--- src/rtl/sample_mem.sv ---
// Capture buffer for 32-bit samples: a circular write phase followed by a
// newest-first readback phase, backed by a single-port synchronous RAM.
module sample_mem #(
    parameter int unsigned MEMORY_DEPTH = 6
) (
    input  logic        clock,
    input  logic        resetn,
    input  logic        clear,
    input  logic [31:0] memoryWrData,
    input  logic        memoryWrite,
    input  logic        memoryLastWrite,
    input  logic        memoryRead,
    output logic [31:0] rdData,
    output logic        rdValid,
    output logic        wrapped,
    output logic        readDone,
    output logic        underrun
);

    localparam int unsigned N  = 1 << MEMORY_DEPTH;
    localparam int unsigned CW = MEMORY_DEPTH + 1;
    localparam logic [CW-1:0] NWords = CW'(N);

    typedef enum logic [1:0] {StIdle, StCapture, StReadout, StDone} state_e;

    state_e                  state_q, state_d;
    logic [MEMORY_DEPTH-1:0] wr_ptr_q, wr_ptr_d;
    logic [MEMORY_DEPTH-1:0] rd_ptr_q, rd_ptr_d;
    logic [CW-1:0]           count_q, count_d;
    logic [CW-1:0]           remaining_q, remaining_d;
    logic                    read_done_q, read_done_d;
    logic                    underrun_q, underrun_d;
    logic                    rd_valid_q, rd_valid_d;
    // Set when the last returned word came from the RAM, clear for underrun zeros.
    logic                    rd_hit_q, rd_hit_d;
    logic                    mem_we, mem_re;

    logic [31:0] mem [N];
    logic [31:0] ram_q;

    // Next-state, pointer and flag logic; clear overrides every other input.
    always_comb begin
        state_d     = state_q;
        wr_ptr_d    = wr_ptr_q;
        rd_ptr_d    = rd_ptr_q;
        count_d     = count_q;
        remaining_d = remaining_q;
        read_done_d = read_done_q;
        underrun_d  = underrun_q;
        rd_hit_d    = rd_hit_q;
        rd_valid_d  = 1'b0;
        mem_we      = 1'b0;
        mem_re      = 1'b0;
        if (clear) begin
            state_d     = StIdle;
            wr_ptr_d    = '0;
            rd_ptr_d    = '0;
            count_d     = '0;
            remaining_d = '0;
            read_done_d = 1'b0;
            underrun_d  = 1'b0;
        end else begin
            unique case (state_q)
                StIdle, StCapture: begin
                    if (memoryWrite) begin
                        mem_we   = 1'b1;
                        wr_ptr_d = wr_ptr_q + 1'b1;
                        if (count_q != NWords) begin
                            count_d = count_q + 1'b1;
                        end
                        state_d = StCapture;
                    end
                    // A same-cycle write is already folded into wr_ptr_d/count_d.
                    if (memoryLastWrite) begin
                        state_d     = StReadout;
                        rd_ptr_d    = wr_ptr_d - 1'b1;
                        remaining_d = count_d;
                    end
                end
                StReadout: begin
                    if (memoryRead) begin
                        rd_valid_d = 1'b1;
                        if (remaining_q != '0) begin
                            mem_re      = 1'b1;
                            rd_hit_d    = 1'b1;
                            rd_ptr_d    = rd_ptr_q - 1'b1;
                            remaining_d = remaining_q - 1'b1;
                            if (remaining_q == CW'(1)) begin
                                state_d     = StDone;
                                read_done_d = 1'b1;
                            end
                        end else begin
                            rd_hit_d   = 1'b0;
                            underrun_d = 1'b1;
                        end
                    end
                end
                StDone: begin
                    if (memoryRead) begin
                        rd_valid_d = 1'b1;
                        rd_hit_d   = 1'b0;
                        underrun_d = 1'b1;
                    end
                end
                default: state_d = StIdle;
            endcase
        end
    end

    // Control and flag registers with asynchronous active-low reset.
    always_ff @(posedge clock or negedge resetn) begin
        if (!resetn) begin
            state_q     <= StIdle;
            wr_ptr_q    <= '0;
            rd_ptr_q    <= '0;
            count_q     <= '0;
            remaining_q <= '0;
            read_done_q <= 1'b0;
            underrun_q  <= 1'b0;
            rd_valid_q  <= 1'b0;
            rd_hit_q    <= 1'b0;
        end else begin
            state_q     <= state_d;
            wr_ptr_q    <= wr_ptr_d;
            rd_ptr_q    <= rd_ptr_d;
            count_q     <= count_d;
            remaining_q <= remaining_d;
            read_done_q <= read_done_d;
            underrun_q  <= underrun_d;
            rd_valid_q  <= rd_valid_d;
            rd_hit_q    <= rd_hit_d;
        end
    end

    // Single-port RAM: write during capture, registered read during readout.
    always_ff @(posedge clock) begin
        if (mem_we) begin
            mem[wr_ptr_q] <= memoryWrData;
        end
        if (mem_re) begin
            ram_q <= mem[rd_ptr_q];
        end
    end

    // Outputs are taken from registers only; rd_hit_q masks stale/undefined RAM data.
    assign rdData   = rd_hit_q ? ram_q : 32'h0;
    assign rdValid  = rd_valid_q;
    assign wrapped  = (count_q == NWords);
    assign readDone = read_done_q;
    assign underrun = underrun_q;

endmodule

--- config.mk ---
export PLATFORM = sky130hd
export DESIGN_NAME = sample_mem
export DESIGN_NICKNAME = d
export VERILOG_FILES = /design/src/rtl/sample_mem.sv
export SDC_FILE = /design/constraint.sdc
export NUM_CORES = 2
export LEC_CHECK = 0
export ABC_CLOCK_PERIOD_IN_PS = 3300
export BUFFER_PORTS_ARGS = -buffer_cell sky130_fd_sc_hd__buf_2
export CAP_MARGIN = 20
export CORE_MARGIN = 2
export CORE_UTILIZATION = 35
export DETAILED_ROUTE_END_ITERATION = 16
export SLEW_MARGIN = 20
export SYNTH_ARGS = -nofsm -noshare
export SYNTH_HDL_FRONTEND = slang
export SYNTH_SLANG_ARGS = --single-unit
--- constraint.sdc ---
create_clock -name clock -period 3.3 [get_ports clock]
set_clock_uncertainty 0.05 [all_clocks]
set_input_delay 0.33 -clock clock [delete_from_list [all_inputs] [get_ports clock]]
set_output_delay 0.33 -clock clock [all_outputs]
set_load 0.01 [all_outputs]
==> impl_metrics.json <==
{
  "num_rows": 176,
  "die_w_microns": 485,
  "hold_depth": 1,
  "holdWs_ns": 0.0172,
  "dp_hpwl_microns": 125000,
  "h-tree-depth": 4,
  "nNetsFinal": 3879,
  "rrSetupSlack_ns": 0.009,
  "clk-insertion-delay-late_ns": 0.86,
  "layout_worst_path_cycle_share": 0.997,
  "routedWlPerCell_microns": 30.9,
  "min_period_ns": 3.29,
  "required_ns": 3.84,
  "synthFlopType": "edfxtp_1",
  "first_iter_violations": 4900,
  "cp-end-kind": "register",
  "tritoncts": "built",
  "power_density_mw_per_mm2": 658,
  "die_h_microns": 485,
  "worst_ep_arrival_time_ns": 3.83,
  "die_area_sq_mm": 0.235,
  "cts.sinks": 2112,
  "grt_start_max_net_pins": 65,
  "drive_gt1_frac": 0.339,
  "synth_nets": 3480,
  "syn2layout_area_growth_pct": 17.5,
  "io_pins": 74,
  "cts-root-buf": "clkbuf_16",
  "grt_pass1_wl_microns": 304000,
  "cts_made_buffers": 200,
  "initial_utilization": 0.352,
  "synthCells": 3436,
  "gr-total-overflow": 0,
  "hold_viol_final": 0,
  "portBuffers": 73,
  "whs_endpoint": "mem[25][13]$_DFFE_PP_",
  "status": "completed",
  "r2r_end": "ram_q[22]$_DFFE_PP_",
  "finish.utilization": 0.414,
  "hold_class": "in2reg",
  "vias": 38700,
  "ys_async_sr_fraction": 0.0152,
  "tightestPinTransition_ns": 1.10,
  "drc": 0,
  "ys_ff_latch": 2112,
  "ys_seq_area_frac": 0.782,
  "maxSlewViolCount": 0,
  "rsz0062_at_grt": "yes",
  "startpoint_type": "register",
  "wl_microns": 217000,
  "p_total_uw": 62500,
  "crit_fanout": 15,
  "via_per_inst": 5.49,
  "peakVddDrop_v": 0.000517,
  "setup_viol": 0,
  "ys_warn_count": 0,
  "synth_edf_count": 2080,
  "max_freq_ghz": 0.304,
  "cap_violations": 0,
  "track_usage": 0.183,
  "crit_type": "reg2reg",
  "antenna_found_initial": 26,
  "rr_startpoint": "rd_ptr_q[0]$_DFFE_PN0P_",
  "syn-cell-area_sq_mm": 0.0809,
  "drt-pass1-iter-count": 5,
  "clk_path_buf_depth": 3,
  "avgSynthCellArea_sq_um": 23.5,
  "grt_pass1_vias": 39100,
  "power_leakage_uw": 0.0291,
  "yosysUniqueCellTypes": 55,
  "gp_congestion": 0.810,
  "relSlewSlack": 0.264,
  "min-delay-start": "memoryWrData[13]",
  "clk_pin_slew_worst_paths_ns": 0.07,
  "ant_nets": 0,
  "r2r_cells": 7,
  "final_cell_mix": "2080 x edfxtp_1, 604 x mux4_2, 202 x clkbuf_16",
  "core_sq_mm": 0.230,
  "final_common_cell": "edfxtp_1"
}
==> kinds of logic (layout without fill, tap and decap cells) <==
logic type / after synthesis / count (layout) / synth area share
buffers and inverters: 199 / 766 / 0.0100
adders and majority gates: 6 / 6 / 0.000928
and+or+nand+nor: 277 / 277 / 0.0165
other: 0 / 16 / 0
muxes: 651 / 651 / 0.174
DFF: 2112 / 2112 / 0.782
AOI/OAI and AO/OA: 174 / 174 / 0.0146
xor gates and xnor gates: 17 / 17 / 0.00184
==> final cells by class <==
cell class	instances	area, sq um
diodes	16	40.0
fillers	19900	135000
flip-flops and latches	2112	63300
multi-input cells	1125	17400
inverters	7	26.3
well taps	3026	3790
repair buffers	389	4100
clock buffers	242	5240
clock inverters	128	1220
==> per-stage QoR <==
step                std cells  TNS [ns]  setup WS, ns  area, sq um
floorplan                3436         0         0.151        80900
global placement         6636     -1.80        -0.359        88300
detailed placement       6637     -1.03        -0.304        88300
CTS                      7028         0        0.0174        95000
global route             7039   -0.0237       -0.0132        95100
finish                   7045         0       0.00859        95100
==> critical path: stages (launching register included) <==
cell     delay [ns]
dfrtp_4        0.61
buf_12         0.23
buf_12         0.20
buf_4          0.18
mux4_2         0.52
mux4_2         0.50
a22oi_1        0.62
nand2_1        0.09
==> worst max path at each step <==
stage	from	to	slack, ns	depth (start not counted)
floorplan	memoryWrite	mem[43][0]$_DFFE_PP_	0.15	5
global placement	rd_ptr_q[3]$_DFFE_PN0P_	ram_q[8]$_DFFE_PP_	-0.36	6
detailed placement	rd_ptr_q[0]$_DFFE_PN0P_	ram_q[8]$_DFFE_PP_	-0.30	6
CTS	rd_ptr_q[0]$_DFFE_PN0P_	ram_q[26]$_DFFE_PP_	0.02	6
global route	rd_ptr_q[0]$_DFFE_PN0P_	ram_q[0]$_DFFE_PP_	-0.01	6
finish	rd_ptr_q[0]$_DFFE_PN0P_	ram_q[22]$_DFFE_PP_	0.009	7
==> synthesized netlist by cell type, types with 9 or more instances <==
master    count  area (sq um)
edfxtp_1   2080         62500
mux4_2      604         13600
clkbuf_1    110           413
nor2_1      103           387
a22oi_1      64           480
nand2_1      53           199
o21ai_0      48           240
buf_2        42           210
buf_1        37           139
and2_1       36           225
dfrtp_1      32           801
mux2i_1      32           320
a21oi_1      29           145
nand3_1      22           110
mux2_2       13           146
nor2b_1      12          75.1
nand2b_1     11          68.8
xor2_1       11          96.3
o311a_1      10           100
nand4_1       9          56.3
nor3_1        9          45.0
==> registers in the layout, summed over array words and instances (netlist names), 2 cells and up <==
name and flops:
mem 2048, ram_q 32, count_q 7, remaining_q 7, rd_ptr_q 6, wr_ptr_q 6
state_q 2
==> report_power, final <==
| group | switching [uW] | internal [uW] | total, uW |
|---|---|---|---|
| Combinational | 5560 | 4410 | 9970 |
| Sequential | 223 | 29600 | 29900 |
| Clock | 10100 | 12600 | 22700 |
==> repair_timing <==
action,CTS,global route
setup buffers,5,0
hold buffers,16,1
pin swaps,1,1
resized for setup,9,7
setup endpoints to repair,8,9
hold endpoints to repair,354,12
==> layer usage <==
metal	vias to the layer above	share of wire	track usage
li1	15500	-	-
met1	21300	0.41	0.256
met4	2	0.022	0.0471
met5	-	0.000074	0
met3	255	0.076	0.0321
met2	1606	0.49	0.298
No activity file was read; power rests on OpenSTA's default activity.
